`src/rtl/stream_comp_source.sv`:
```
// CFDF source actor: emits (cmd, len) header pairs, then the matching run of data tokens.
// Firings follow the enable/invoke/FC handshake and respect downstream FIFO occupancy.
module stream_comp_source #(
  parameter int width       = 5,
  parameter int buffer_size = 10,
  parameter int num_cmds    = 3,
  parameter int data_depth  = 15
) (
  input  logic                          clk,
  input  logic                          rst,
  input  logic                          load_en,
  input  logic [1:0]                    load_sel,
  input  logic [$clog2(data_depth)-1:0] load_addr,
  input  logic [width-1:0]              load_data,
  input  logic [1:0]                    next_mode_in,
  input  logic                          invoke,
  input  logic [$clog2(buffer_size)-1:0] pop_cmd,
  input  logic [$clog2(buffer_size)-1:0] pop_len,
  input  logic [$clog2(buffer_size)-1:0] pop_data,
  output logic                          enable,
  output logic                          wr_en_cmd_len,
  output logic [width-1:0]              cmd_out,
  output logic [width-1:0]              len_out,
  output logic                          wr_en_data,
  output logic [width-1:0]              data_out,
  output logic                          FC,
  output logic [1:0]                    next_mode_out
);

  localparam int PW = $clog2(buffer_size);
  localparam int AW = $clog2(data_depth);
  localparam int CW = PW + 1;
  localparam int HW = $clog2(num_cmds) + 1;
  localparam int DW = $clog2(data_depth) + 1;
  localparam int HA = (num_cmds > 1) ? $clog2(num_cmds) : 1;
  localparam int DA = (data_depth > 1) ? AW : 1;
  // Wide enough that data_idx + cur_len cannot wrap.
  localparam int SW = ((DW > width) ? DW : width) + 1;

  localparam logic [1:0] M_HDR  = 2'b00;
  localparam logic [1:0] M_DATA = 2'b01;
  localparam logic [1:0] M_DONE = 2'b10;

  typedef enum logic [1:0] {IDLE, WR_HDR, WR_DATA, FIN} state_t;

  state_t           state, state_d;
  logic             fire_hdr, fire_hdr_d;
  logic [HW-1:0]    hdr_idx, hdr_idx_d;
  logic [DW-1:0]    data_idx, data_idx_d;
  logic [width-1:0] cur_len, cur_len_d;
  logic [width-1:0] rem, rem_d;
  logic             wr_cl_d, wr_d_d, fc_d;
  logic [width-1:0] cmd_d, len_d, data_d;
  logic [1:0]       mode_d;

  logic [width-1:0] cmd_mem  [num_cmds];
  logic [width-1:0] len_mem  [num_cmds];
  logic [width-1:0] data_mem [data_depth];

  logic [CW-1:0]    room;
  logic             hdr_ok, data_ok;

  // Free slots in the data FIFO; an occupancy above depth reads as full.
  always_comb begin
    room = '0;
    if ({1'b0, pop_data} <= CW'(buffer_size))
      room = CW'(buffer_size) - {1'b0, pop_data};
  end

  assign hdr_ok  = (hdr_idx < HW'(num_cmds)) &&
                   ({1'b0, pop_cmd} < CW'(buffer_size)) &&
                   ({1'b0, pop_len} < CW'(buffer_size));
  assign data_ok = (SW'(cur_len) <= SW'(room)) &&
                   ((SW'(data_idx) + SW'(cur_len)) <= SW'(data_depth));

  always_comb begin
    enable = 1'b0;
    case (next_mode_in)
      M_HDR:   enable = hdr_ok;
      M_DATA:  enable = data_ok;
      default: enable = 1'b0;
    endcase
  end

  // Tables are not reset; writes land only between firings.
  always_ff @(posedge clk) begin
    if (load_en && state == IDLE) begin
      case (load_sel)
        2'b00: if (load_addr < AW'(num_cmds)) cmd_mem[load_addr[HA-1:0]] <= load_data;
        2'b01: if (load_addr < AW'(num_cmds)) len_mem[load_addr[HA-1:0]] <= load_data;
        2'b10: if ({1'b0, load_addr} < (AW+1)'(data_depth)) data_mem[load_addr[DA-1:0]] <= load_data;
        default: ;
      endcase
    end
  end

  always_comb begin
    state_d    = state;
    fire_hdr_d = fire_hdr;
    hdr_idx_d  = hdr_idx;
    data_idx_d = data_idx;
    cur_len_d  = cur_len;
    rem_d      = rem;
    wr_cl_d    = 1'b0;
    wr_d_d     = 1'b0;
    fc_d       = 1'b0;
    cmd_d      = cmd_out;
    len_d      = len_out;
    data_d     = data_out;
    mode_d     = next_mode_out;
    case (state)
      IDLE: begin
        if (invoke && enable) begin
          if (next_mode_in == M_HDR) begin
            fire_hdr_d = 1'b1;
            state_d    = WR_HDR;
          end else begin
            fire_hdr_d = 1'b0;
            rem_d      = cur_len;
            state_d    = (cur_len == '0) ? FIN : WR_DATA;
          end
        end
      end
      WR_HDR: begin
        wr_cl_d   = 1'b1;
        cmd_d     = cmd_mem[hdr_idx[HA-1:0]];
        len_d     = len_mem[hdr_idx[HA-1:0]];
        cur_len_d = len_mem[hdr_idx[HA-1:0]];
        hdr_idx_d = hdr_idx + HW'(1);
        state_d   = FIN;
      end
      WR_DATA: begin
        wr_d_d     = 1'b1;
        data_d     = data_mem[data_idx[DA-1:0]];
        data_idx_d = data_idx + DW'(1);
        rem_d      = rem - width'(1);
        if (rem == width'(1)) state_d = FIN;
      end
      FIN: begin
        fc_d    = 1'b1;
        mode_d  = fire_hdr ? M_DATA : ((hdr_idx == HW'(num_cmds)) ? M_DONE : M_HDR);
        state_d = IDLE;
      end
      default: state_d = IDLE;
    endcase
  end

  always_ff @(posedge clk or negedge rst) begin
    if (!rst) begin
      state         <= IDLE;
      fire_hdr      <= 1'b0;
      hdr_idx       <= '0;
      data_idx      <= '0;
      cur_len       <= '0;
      rem           <= '0;
      wr_en_cmd_len <= 1'b0;
      wr_en_data    <= 1'b0;
      FC            <= 1'b0;
      cmd_out       <= '0;
      len_out       <= '0;
      data_out      <= '0;
      next_mode_out <= M_HDR;
    end else begin
      state         <= state_d;
      fire_hdr      <= fire_hdr_d;
      hdr_idx       <= hdr_idx_d;
      data_idx      <= data_idx_d;
      cur_len       <= cur_len_d;
      rem           <= rem_d;
      wr_en_cmd_len <= wr_cl_d;
      wr_en_data    <= wr_d_d;
      FC            <= fc_d;
      cmd_out       <= cmd_d;
      len_out       <= len_d;
      data_out      <= data_d;
      next_mode_out <= mode_d;
    end
  end

endmodule

```
`config.mk`:
```
export PLATFORM = sky130hd
export DESIGN_NAME = stream_comp_source
export DESIGN_NICKNAME = d
export VERILOG_FILES = /design/src/rtl/stream_comp_source.sv
export SDC_FILE = /design/constraint.sdc
export NUM_CORES = 1
export LEC_CHECK = 0
export ABC_AREA = 1
export CORE_MARGIN = 2
export CORE_UTILIZATION = 49
export CTS_BUF_LIST = sky130_fd_sc_hd__clkbuf_4
export DETAILED_ROUTE_END_ITERATION = 7
export PLACE_DENSITY = 0.7
export SETUP_SLACK_MARGIN = 0.2
export SLEW_MARGIN = 20
export SYNTH_ARGS = -nofsm -noshare
export SYNTH_HDL_FRONTEND = slang
export SYNTH_SLANG_ARGS = --single-unit
```
`constraint.sdc`:
```
create_clock -name clk -period 2.5 [get_ports clk]
set_input_delay 0.25 -clock clk [delete_from_list [all_inputs] [get_ports clk]]
set_output_delay 0.25 -clock clk [all_outputs]
set_load 0.01 [all_outputs]
```
### Word level (Yosys, flattened, before mapping)

Memory sizes are Yosys's and may differ from the RTL's. A register that Yosys moved wholly into a read port is not among the register bits.
Cells that the tools add are included.

| word-level totals | value |
|---|---|
| register bits after elaboration | 21 |
| bits in writable memories | 105 |
| bits of input ports | 29 |
| output and inout port bits | 21 |
| logic and storage cells | 79 |
| memories | 3 |

| operators by class | value |
|---|---|
| $add $sub $neg | 5 |
| order comparisons | 8 |
| eq/ne operators | 11 |
| mux-type cells | 27 |
| reductions and logical operators | 16 |

Memory list:

| name | depth | bits a word | read ports | clocked after memory_dff | write ports | RTL line | source |
|---|---|---|---|---|---|---|---|
| data_mem | 15 | 5 | 1 | 1 | 1 | 58 | `logic [width-1:0] data_mem [data_depth];` |
| cmd_mem | 3 | 5 | 1 | 1 | 1 | 56 | `logic [width-1:0] cmd_mem [num_cmds];` |
| len_mem | 3 | 5 | 1 | 1 | 1 | 57 | `logic [width-1:0] len_mem [num_cmds];` |

Operators with widths:

| operator | number |
|---|---|
| $mux W1 | 16 |
| $mux W5 | 3 |
| $lt A4 B4 Y1 const B | 3 |
| $mux W2 | 5 |
| $pmux W5 S2 | 1 |
| $pmux W2 S4 | 1 |
| $add A5 B5 Y6 | 1 |
| $eq A2 B1 Y1 const B | 3 |
| $eq A2 B2 Y1 const B | 3 |
| $le A6 B4 Y1 const B | 1 |
| $logic_not A2 Y1 | 3 |
| $add A5 B1 Y5 const B | 1 |
| $eq A5 B1 Y1 const B | 1 |
| $le A5 B5 Y1 | 1 |
| $logic_and A1 B1 Y1 | 5 |
| $logic_not A5 Y1 | 1 |
| $sub A4 B4 Y5 const A | 1 |
| $sub A5 B1 Y5 const B | 1 |
| $le A4 B4 Y1 const B | 1 |
| $lt A4 B2 Y1 const B | 1 |
| $ne A2 B2 Y1 const B | 2 |
| $reduce_and A2 Y1 | 2 |
| $add A3 B1 Y3 const B | 1 |
| $eq A3 B2 Y1 const B | 1 |
| 6 further kinds | 8 |

### Logic depth before layout (Yosys ltp)

Gate-level depths: netlist of run 1.

| depth | value |
|---|---|
| word-level depth | 8 |
| depth in mapped cells | 18 |
| mapped depth without buffers | 18 |

### Least setup slack after synthesis of run 1

OpenSTA, ideal clock, no wires.

| path | value |
|---|---|
| kind | input to register |
| from | input port pop_data[0] |
| to | register fire_hdr |
| library setup time | 67 ps |
| arrival time | 1,850 ps |
| required time | 2,433 ps |
| path slack | 584 ps |
| stages | 13 |
| buffers on the path | 0 |
| cell sequence | ha_1 -> or2_2 -> nand3_1 -> ha_1 -> nand2_1 -> inv_1 -> nand2_1 -> nand3_2 -> nand2_2 -> nand2_2 -> a21oi_1 -> nand4_1 -> nand2_1 |

| on the way | value |
|---|---|
| word-level cells in the longest chain between the ends | 7 |
| elaborated cells between the ends (all ways) | 8 |
| those cells by class | add/sub: 1; order compare: 2; mux: 2; reduce/logical: 3 |

RTL lines:

| element | RTL line | source |
|---|---|---|
| start: declaration | 19 | `input logic [$clog2(buffer_size)-1:0] pop_data,` |
| $sub A4 B4 Y5 / $le A4 B4 Y1 (equally long branches) | 67, 66 |  |
| $mux W5 * | 66 | `if ({1'b0, pop_data} <= CW'(buffer_size))` |
| $le A5 B5 Y1 * | 73 | `assign data_ok = (SW'(cur_len) <= SW'(room)) &&` |
| $logic_and A1 B1 Y1 * | 73 |  |
| $pmux W1 S2 * | 78 | `case (next_mode_in)` |
| via enable | 20 | `output logic enable,` |
| $logic_and A1 B1 Y1 * | 113 | `if (invoke && enable) begin` |
| $reduce_and A2 Y1 (no source line) * | - |  |
| end signal: assignment | 165 | `fire_hdr <= fire_hdr_d;` |
| end: declaration | 47 | `logic fire_hdr, fire_hdr_d;` |

The timed path passes the listed nets; every way through them passes the cells marked *.
A chain may end at the register's enable or synchronous reset.

### Worst setup path in the final report of run 1

| path | value |
|---|---|
| from | register data_idx[0] |
| to | output port enable |

| on the way | value |
|---|---|
| word-level cells in the longest chain between the ends | 4 |

RTL lines:

| element | RTL line | source |
|---|---|---|
| start: declaration | 49 | `logic [DW-1:0] data_idx, data_idx_d;` |
| start signal: assignment | 167 | `data_idx <= data_idx_d;` |
| $add A5 B5 Y6 | 74 | `((SW'(data_idx) + SW'(cur_len)) <= SW'(data_depth));` |
| $le A6 B4 Y1 | 74 |  |
| $logic_and A1 B1 Y1 | 73 |  |
| $pmux W1 S2 | 78 |  |
| end: declaration | 20 |  |

Every way passes these cells.

==> results.ini, run 1 <==
[clock_tree]
numCtsBuffers = 17
clock_latency_ns = 0.57
clock_path_buffers = 2
htreeDepth = 4
cts_tree = yes
clk_pin_slew_ns = 0.14
cts.sinks = 141
root_buffer = clkbuf_4

[global_routing]
grt_use_total = 0.205
grt_pass1_vias = 4401
antenna_found_initial = 0
grt_first_pass_wirelength_um = 21700
grt_max_degree = 43
grt.overflow.total = 0

[logic_synthesis]
synth_top_area_share = 0.498
synthArstFlopShare = 0.255
yosys_warnings = 0
ys_ff_latch = 141
synth_area_um2 = 6330
synth.most_common_cell = nand2_1
synthCells = 579
yosys.area_share.simple = 0.164
synth_compound_area_frac = 0.0838
yosys.area_share.adder = 0.0447
synth_nets = 630
synth_top_family_by_area = simple AND/OR/NAND/NOR gates
yosysTopAreaCell = edfxtp_1
synth_commonest_cells = 127 x nand2_1, 105 x edfxtp_1, 54 x nor2_1
muxShareOfSynthArea = 0.00949
synth_edf_count = 105
synth_cell_types = 42
ys_seq_area_frac = 0.640
synth_xor_area_frac = 0.00830
synthFlopType = edfxtp_1
syn_avg_cell_area_um2 = 10.9
ys_top_cells_by_area = edfxtp_1 50%, dfrtp_1 14%, nand2_1 7.5%

[floorplanning]
dieWidth_um = 118
dieArea_um2 = 13800
coreArea_um2 = 12600
initial_utilization = 0.502
die_h_um = 118
num_rows = 41
ios = 50

[finish]
fin_util = 0.586
nets = 703
antenna_cells = 0
area_growth_pct = 16.9
drive_gt1_frac = 0.135
fin_area_um2 = 7400
fill_cells = 1111

[placed_design]
dpl_cell_area_um2 = 7050
dp_hpwl_um = 9100
io_buffers = 47
gp_congestion = 0.827
pre_cts_ws_ns = -0.516

[outcome]
status = finished, final reports clean

[timing]
hold_violations = 0
period_needed_ns = 2.41
max_freq_ghz = 0.415
rsz0062_at_grt = yes
layout_setup_ws_ns = 0.0880
drv_slew = 0
setup_viol = 0
worstMarginPinSlew_ns = 0.792
fin_crit_sh = 0.965
relSlewSlack = 0.472
fin_hold_ws_ns = 0.302
skew_ns = 0.0211

[pwr]
power_frac_clock = 0.194
p_sw_frac = 0.391
ir_drop_uv = 419
cellPowerDensity_nw_per_um2 = 1030
p_seq_frac = 0.399
p_leak_nw = 2.97
comb_power_share = 0.407
p_switching_mw = 2.98
power.internal_mw = 4.63

[route]
vias = 4496
drt_first_pass_iters = 5
drt_iter0_markers = 452
ant_nets = 0
drcViolationCount = 0
viasPerCell = 5.37
wirelength_um = 13300
wl_per_cell_um = 15.9

[hold_path]
worstHoldPathType = input port to asynchronous set/reset pin

[setup_path]
critPathMaxFanout = 2
crit_buf_inv = 1
critical_path_class = flop to output pin
worst_setup_path_end_kind = output pin
slowest_stage = dfrtp_1
path_cells = ha_2 -> fa_2 -> nand2_2 -> nor2_1 -> nand2_1 -> nand2_1 -> nor2_2 -> nand2_2 -> a21oi_2 -> buf_2
start_kind = flop
crit_arrival_ns = 2.16
max_stage_delay_ns = 0.40
worstPathRequired_ns = 2.25
cp_top_family = adder cells

[job]
cap_violations = 0

kinds of logic after synthesis:
| kind of cell | Yosys count |
|---|---|
| simple gates | 241 |
| flops | 141 |
| mux | 6 |
| compound gates | 96 |
| buf+inv | 67 |
| fa+ha+maj | 22 |
| xor+xnor | 6 |
stage by stage:
step                total power, mW  setup TNS [ns]  std cells
global placement               6.03          -0.436        801
detailed placement             6.12           -1.25        801
finish                         7.61               0        837
floorplan                      5.13               0        579
global route                   8.15         -0.0642        837
CTS                            7.63               0        837
layout by cell type, fill, tap and decap left out, drive strengths merged:
cell	Yosys	routed
nand2	132	132
edfxtp	105	105
nor2	58	58
inv	47	51
clkdlybuf4s50	0	42
o21ai	42	42
a21oi	37	37
dfrtp	36	36
nand3	36	36
buf	16	26
ha	21	21
clkbuf	2	17
clkinv	2	9
nor3	7	7
mux2i	6	6
o211ai	6	6
xor2	5	5
nand4	5	5
o22ai	3	3
or2	2	2
o2111ai	2	2
a211oi	2	2
clkinvlp	0	2
bufinv	0	2
dlygate4sd2	0	2
and3	1	1
a31oi	1	1
a22o	1	1
o21bai	1	1
xnor2	1	1
a22oi	1	1
fa	1	1
dlygate4sd3	0	1
dlymetal6s2s	0	1
path summary, 6_finish.rpt:
path	cells past startpoint	endpoint	start	slack, ns
setup / recovery	10	enable	data_idx[0]	0.09
hold / removal	2	data_idx[1]	rst	0.30
setup reg to reg	6	data_mem[5][0]	state[0]	0.44
hold reg to reg	1	data_idx[4]	data_idx[4]	0.50
max in group asynchronous	2	cur_len[1]	rst	1.64
min in group clk	3	fire_hdr	invoke	0.43
metal layers:
layer	up-vias	track usage	part of all wire
met2	180	0.333	0.48
met4	0	0.0949	0.025
li1	2139	-	-
met1	2143	0.246	0.42
met3	34	0.0698	0.072
met5	-	0	0
cell type report:
type,count,area (um^2),area share
Clock inverter,15,163,0.0220
Tap cell,172,215,0.0291
Inverter,49,186,0.0252
Sequential cell,141,4060,0.548
Clock buffer,17,128,0.0172
Multi-Input combinational cell,371,2000,0.270
Timing Repair Buffer,72,654,0.0884
power groups by stage:
stage               Clock, mW  Sequential, mW  Combinational, mW
floorplan                   0            3.14               1.99
global placement            0            3.08               2.95
CTS                      1.50            3.04               3.09
finish                   1.48            3.04               3.10
detailed placement          0            3.08               3.04
global route             1.59            3.07               3.49
flip-flops by register name (all words and copies together), names as in the netlist:
register       flops
data_mem          75
cmd_out            5
data_idx           5
len_mem           15
data_out           5
wr_en_cmd_len      1
wr_en_data         1
next_mode_out      2
cmd_mem           15
cur_len            5
rem                5
fire_hdr           1
hdr_idx            3
state              2
FC                 1
worst reg2reg max path, stage by stage (launching register included):
cell	delay (ns)
dfrtp_1	0.43
inv_1	0.09
ha_2	0.33
nand4_1	0.19
inv_1	0.14
nand3_1	0.17
nor2_1	0.38
repair_timing:
item / CTS / global route
setup buffers: 3 / 0
resized for setup: 13 / 8
endpoints found under the setup margin: 1 / 61
endpoints found under the hold margin: 36 / 0
hold buffers: 1 / 0
cloned: 0 / 0
pin swaps: 5 / 2
Power figures use the tool's default switching activity.
==> run 2: changes to the inputs <==
ABC_AREA = unset   (was 1)
==> run 2 against run 1 <==
- the run now ends with negative setup slack left
- total power rose by 7.0%
- combinational power rose by 15%
- routed wire length fell by 2.0%
- critical path type is now input port to output pin
- critical endpoint unchanged
- highest routed layer unchanged
==> results.ini, run 2 <==
[pwr]
cellPowerDensity_nw_per_um2 = 1040  ; +1.6%
p_leak_nw = 2.88  ; -3.0%
finalPower_mw = 8.14  ; +7.0%
ir_drop_uv = 368  ; -12%

[route]
drcViolationCount = 0  ; unchanged
ant_nets = 0  ; unchanged
drt_first_pass_iters = 4  ; -1
drt_iter0_markers = 247  ; -45%
vias = 4076  ; -9.3%
wirelength_um = 13100  ; -2.0%
viasPerCell = 5.57  ; +3.7%
wl_per_cell_um = 17.8  ; +12%

[finish]
fill_cells = 1011  ; -9.0%
drive_gt1_frac = 0.270  ; +0.134
multi_input_comb_area_um2 = 2300  ; +15%
final_common_cell = edfxtp_1
largest_reg_flops = 75  ; unchanged
area_growth_pct = 23.6
layout_common_cells = 105 x edfxtp_1, 50 x buf_4, 41 x clkdlybuf4s50_1
antenna_cells = 0  ; unchanged
nets = 598  ; -15%
layout.area.seq_um2 = 4060  ; about the same

[floorplanning]
dieArea_um2 = 13800  ; -0.32%
coreArea_um2 = 12600  ; unchanged
ios = 50  ; unchanged
dieWidth_um = 117  ; -0.16%
die_h_um = 117  ; -0.16%
initial_utilization = 0.500  ; -0.00169
num_rows = 41  ; unchanged

[logic_synthesis]
yosys_warnings = 0  ; unchanged
synth_area_um2 = 6310  ; -0.34%
synthArstFlopShare = 0.255  ; unchanged
synth_top_area_share = 0.500  ; +0.00168
synth_edf_count = 105  ; unchanged
synthCells = 447  ; -23%
syn_avg_cell_area_um2 = 14.1  ; +29%
synthFlopType = edfxtp_1
ys_seq_area_frac = 0.643  ; +0.00216
synth_commonest_cells = 105 x edfxtp_1, 36 x dfrtp_1, 36 x nand2_1
ys_ff_latch = 141  ; unchanged
synth_nets = 498  ; -21%
synth.most_common_cell = edfxtp_1
synth_cell_types = 59  ; +40%
yosysTopAreaCell = edfxtp_1
ys_top_cells_by_area = edfxtp_1 50%, dfrtp_1 14%, ha_1 4.2%

[placed_design]
io_buffers = 47  ; unchanged
gp_congestion = 0.928  ; +12%
dp_hpwl_um = 9030  ; -0.67%

[global_routing]
grt_first_pass_wirelength_um = 21500  ; -0.96%
grt_max_degree = 37  ; -14%
grt_pass1_vias = 4121  ; -6.4%
grt_use_total = 0.201  ; -0.00326
grt.overflow.total = 0  ; unchanged
antenna_found_initial = 0  ; unchanged

[timing]
skew_ns = 0.0135  ; -0.00760 ns
period_needed_ns = 2.56  ; +0.151 ns
fin_crit_sh = 1.03  ; +0.0604
setup_viol = 1  ; +1
worstMarginPinSlew_ns = 0.834  ; +0.0411 ns
fin_hold_ws_ns = 0.361  ; +0.0592 ns
drv_slew = 0  ; unchanged
rsz0062_at_grt = yes
layout_setup_ws_ns = -0.0629  ; -0.151 ns
fin_setup_tns_ns = -0.0629  ; -0.0629 ns
hold_violations = 0  ; unchanged
max_freq_ghz = 0.390  ; -5.9%
relSlewSlack = 0.444  ; -0.0274

[clock_tree]
numCtsBuffers = 17  ; unchanged
cts_tree = yes
htreeDepth = 4  ; unchanged
clk_pin_slew_ns = 0.12  ; -0.02 ns
clock_path_buffers = 2  ; unchanged
cts.sinks = 141  ; unchanged
root_buffer = clkbuf_4
clock_latency_ns = 0.53  ; -0.04 ns

[setup_path]
crit_arrival_ns = 2.31  ; +0.15 ns
slowest_stage = ha_1
crit_buf_inv = 4  ; +3
path_cells = buf_2 -> ha_4 -> inv_2 -> a31oi_4 -> a22oi_2 -> ha_1 -> nand4_1 -> buf_4 -> o221ai_2 -> a211oi_4 -> nor2_1 -> nor2_1 -> buf_2
cp_top_family = compound AO/OA/AOI/OAI gates
max_stage_delay_ns = 0.33  ; -0.07 ns
worstPathRequired_ns = 2.25  ; about the same
critPathMaxFanout = 6  ; +4
critical_path_class = input port to output pin
start_kind = input port
worst_setup_path_end_kind = output pin

[job]
cap_violations = 0  ; unchanged

[hold_path]
worstHoldPathType = input port to asynchronous set/reset pin

[outcome]
status = finished with violations
violations = negative setup slack

==> run 2: cell count changes after synthesis, sizes merged, moves of 14 or more <==
| cell | change |
|---|---|
| nand3 | -31 |
| nor2 | -33 |
| mux2i | +18 |
| o21ai | -18 |
| a21oi | -23 |
| nand2 | -96 |
| inv | -33 |
| mux2 | +14 |
==> run 2: repair_timing <==
item,4_1_cts,5_1_grt
pin swaps,10,7
resized for setup,34,15
hold buffers,1,0
setup buffers,8,1
setup endpoints to repair,9,36
gates cloned,0,0
hold endpoints to repair,36,0
==> run 2: area by class of cell <==
cell class / instances / area share
clock buffers: 20 / 0.0193
inverters: 16 / 0.00851
flip-flops and latches: 141 / 0.520
well taps: 172 / 0.0276
repair buffers: 100 / 0.110
multi-input cells: 271 / 0.295
clock inverters: 12 / 0.0188
==> run 2: metal layers <==
| layer | part of all wire | GRT usage | wire, um |
|---|---|---|---|
| met1 | 0.43 | 0.264 | 5660 |
| met2 | 0.49 | 0.321 | 6390 |
| met3 | 0.052 | 0.0504 | 675 |
| met4 | 0.025 | 0.0873 | 330 |
| met5 | 0 | 0 | 0 |
==> run 2: logic make-up (layout without fill, tap and decap cells) <==
family / Yosys count / count (layout) / share of synthesized area
AOI/OAI and AO/OA: 83 / 83 / 0.0936
xor gates and xnor gates: 6 / 6 / 0.00833
adders and majority gates: 22 / 22 / 0.0448
buffers and inverters: 35 / 148 / 0.0232
DFF: 141 / 141 / 0.643
muxes: 49 / 49 / 0.102
and+or+nand+nor: 111 / 111 / 0.0851
==> run 2: power breakdown <==
group | total (mW) | switching, mW | leakage, nW | internal (mW)
Combinational | 3.57 | 1.77 | 1.36 | 1.81
Clock | 1.49 | 0.775 | 0.150 | 0.717
Sequential | 3.08 | 0.260 | 1.37 | 2.82
==> run 2: final timing paths <==
| check | slack (ns) | from | cells after the start | end |
|---|---|---|---|---|
| worst max-delay path | -0.06 | pop_data[1] | 13 | enable |
| worst min-delay path | 0.36 | rst | 2 | state[1] |
| worst max register to register | 0.06 | data_idx[0] | 10 | state[0] |
| worst min register to register | 0.49 | data_idx[4] | 1 | data_idx[4] |
| max in group asynchronous | 1.57 | rst | 2 | cur_len[1] |
| min in group clk | 0.49 | data_idx[4] | 1 | data_idx[4] |
==> run 2: through the flow <==
stage               utilization  worst slack [ns]  instances  instance area, um^2
finish                    0.618           -0.0629        732                 7800
global route              0.618            -0.161        732                 7800
CTS                       0.615           -0.0983        731                 7760
detailed placement        0.576            -0.881        690                 7270
global placement          0.576            -0.812        690                 7270
floorplan                     -             0.179        447                 6360
==> run 3: changes to the inputs <==
GPL_ROUTABILITY_DRIVEN = 0   (was unset)
clock period = 2.7 ns   (was 2.5 ns; I/O delays follow)
==> run 3 against run 2 <==
- the run now ends clean
- total power is 11% lower
- highest routed layer unchanged
- sequential power is 8.1% lower
- sequential cell count stayed put
- die area stayed put
- setup slack better by 0.19 ns
- first-iteration DRC count is 45% higher
- core utilization is 1.3 points lower
- largest cell class unchanged
- non-clock buffer count is 10 lower
==> results.ini, run 3 (same netlist as run 2, synthesis figures left out) <==
[outcome]
status = finished, final reports clean

[clock_tree]
clk_pin_slew_ns = 0.11  ; about the same
htreeDepth = 4  ; unchanged
cts_tree = yes
cts.sinks = 141  ; unchanged
numCtsBuffers = 17  ; unchanged
clock_latency_ns = 0.55  ; +0.02 ns
clock_path_buffers = 2  ; unchanged
root_buffer = clkbuf_4

[global_routing]
grt_max_degree = 37  ; unchanged
grt.met1_usage = 0.239  ; -0.0243
met2_usage = 0.310  ; -0.0110
antenna_found_initial = 1  ; +1
grt-busiest-layer = met2
grt.overflow.total = 0  ; unchanged
grt_first_pass_wirelength_um = 20200  ; -5.8%
grt_use_total = 0.191  ; -0.0107
grt_use_met3 = 0.0528  ; +0.00242
grt_pass1_vias = 3989  ; -3.2%

[floorplanning]
die_h_um = 117  ; unchanged
initial_utilization = 0.500  ; unchanged
dieArea_um2 = 13800  ; unchanged
coreArea_um2 = 12600  ; unchanged
dieWidth_um = 117  ; unchanged
ios = 50  ; unchanged
num_rows = 41  ; unchanged

[pwr]
power_frac_clock = 0.173  ; -0.010
power.internal_mw = 4.71  ; -12%
p_leak_nw = 2.81  ; -2.4%
finalPower_mw = 7.24  ; -11%
p_sw_frac = 0.350  ; +0.00621
p_switching_mw = 2.54  ; -9.4%
p_seq_frac = 0.391  ; +0.013
comb_power_share = 0.436  ; -0.003
ir_drop_uv = 450  ; +22%
cellPowerDensity_nw_per_um2 = 949  ; -9.1%

[timing]
relSlewSlack = 0.440  ; -0.00443
fin_setup_tns_ns = 0  ; +0.0629 ns
period_needed_ns = 2.57
skew_ns = 0.0101  ; -0.00346 ns
layout_setup_ws_ns = 0.129  ; +0.192 ns
fin_crit_sh = 0.952
worstMarginPinSlew_ns = 0.838  ; +0.00402 ns
max_freq_ghz = 0.389
drv_slew = 0  ; unchanged
rsz0062_at_grt = yes
hold_violations = 0  ; unchanged
setup_viol = 0  ; -1

[hold_path]
worstHoldPathType = input port to asynchronous set/reset pin

[setup_path]
rr_startpoint = data_idx[0]
worstPathRequired_ns = 2.43  ; +0.18 ns
worst_setup_path_end_kind = output pin
crit_path_start = data_idx[0]
critical_path_class = flop to output pin
start_kind = flop
reg2regPathDepth = 7  ; -3
crit_arrival_ns = 2.30  ; about the same
crit_end = enable
r2r_slack_ns = 0.27  ; +0.21 ns
r2r-end = data_out[1]
critPathMaxFanout = 2  ; -4

[finish]
largest_reg_flops = 75  ; unchanged
fill_cells = 1015  ; +0.40%
final_common_cell = edfxtp_1
layout_common_cells = 105 x edfxtp_1, 41 x clkdlybuf4s50_1, 40 x buf_4
nets = 588  ; -1.7%
area_growth_pct = 21.0
drive_gt1_frac = 0.235  ; -0.0351

[route]
drcViolationCount = 0  ; unchanged
drt_iter0_markers = 358  ; +45%
wl_per_cell_um = 17.2  ; -3.3%
wirelength_um = 12500  ; -4.5%
ant_nets = 0  ; unchanged
vias = 3998  ; -1.9%
drt_first_pass_iters = 7  ; +3
viasPerCell = 5.53  ; -0.69%

[placed_design]
pre_cts_ws_ns = -0.718  ; +0.163 ns
dp_hpwl_um = 8400  ; -7.1%
io_buffers = 47  ; unchanged

[job]
cap_violations = 0  ; unchanged

run 3: cell types whose count changed in the layout (fill, tap and decap cells not counted), moves of 2 or more:
cell        delta
inv_4          -2
clkbuf_2       +2
ha_4           -2
nor2_1         +6
clkinv_1       +4
buf_2          -2
nor2_2         -6
clkbuf_4       -2
inv_2          +3
clkinvlp_4     -2
buf_4         -10
run 3: critical path, cell delays in order (launching register included):
cell and delay (ns):
dfrtp_1 0.40, ha_2 0.20, fa_2 0.36, a31oi_4 0.17, a31oi_4 0.06, a211oi_4 0.27
nor2_1 0.07, nor2_1 0.09, buf_2 0.13
run 3: timing repair:
item / 4_1_cts / 5_1_grt
pin swaps: 15 / 10
endpoints found under the hold margin: 36 / 0
hold buffers: 1 / 0
gates resized for setup: 32 / 13
setup endpoints to repair: 9 / 1
setup buffers: 4 / 3
run 3: power by group through the flow:
| stage | Clock (mW) | Sequential (mW) | Combinational [mW] |
|---|---|---|---|
| global route | 1.39 | 2.87 | 3.46 |
| floorplan | 0 | 2.92 | 1.82 |
| CTS | 1.30 | 2.83 | 3.05 |
| detailed placement | 0 | 2.87 | 2.89 |
| global placement | 0 | 2.86 | 2.81 |
| finish | 1.25 | 2.83 | 3.16 |
run 3: per-layer routing:
metal / up-vias / routed length, um
met3: 22 / 652
met1: 1961 / 5340
li1: 1876 / -
met2: 139 / 6210
met4: 0 / 255
met5: - / 0
run 3: cell type report:
cell class                      instances  area (um^2)  share of cell area
Clock inverter                         14          126              0.0166
Tap cell                              172          215              0.0282
Timing Repair Buffer                   90          785               0.103
Inverter                               16         60.1             0.00787
Antenna cell                            1         2.50            0.000328
Sequential cell                       141         4060               0.532
Multi-Input combinational cell        271         2250               0.295
Clock buffer                           18          135              0.0177
run 3: worst min-delay path by stage:
stage          slack, ns           to  cells past startpoint  from
2_1_floorplan      -0.03           FC                      0   rst
3_3_place_gp        0.40     state[1]                      1   rst
3_5_place_dp        0.40   wr_en_data                      1   rst
4_1_cts             0.33   wr_en_data                      2   rst
5_1_grt             0.39  data_out[4]                      2   rst
6_report            0.35   wr_en_data                      2   rst
run 3: stage by stage:
stage | cell area (um^2) | hold slack [ns] | instances | utilization
after detailed placement | 7170 | 0.402 | 682 | 0.568
final | 7630 | 0.353 | 723 | 0.605
after global placement | 7170 | 0.402 | 682 | 0.568
after CTS | 7570 | 0.326 | 719 | 0.600
after floorplan | 6310 | -0.0256 | 447 | -
after global routing | 7630 | 0.394 | 723 | 0.605
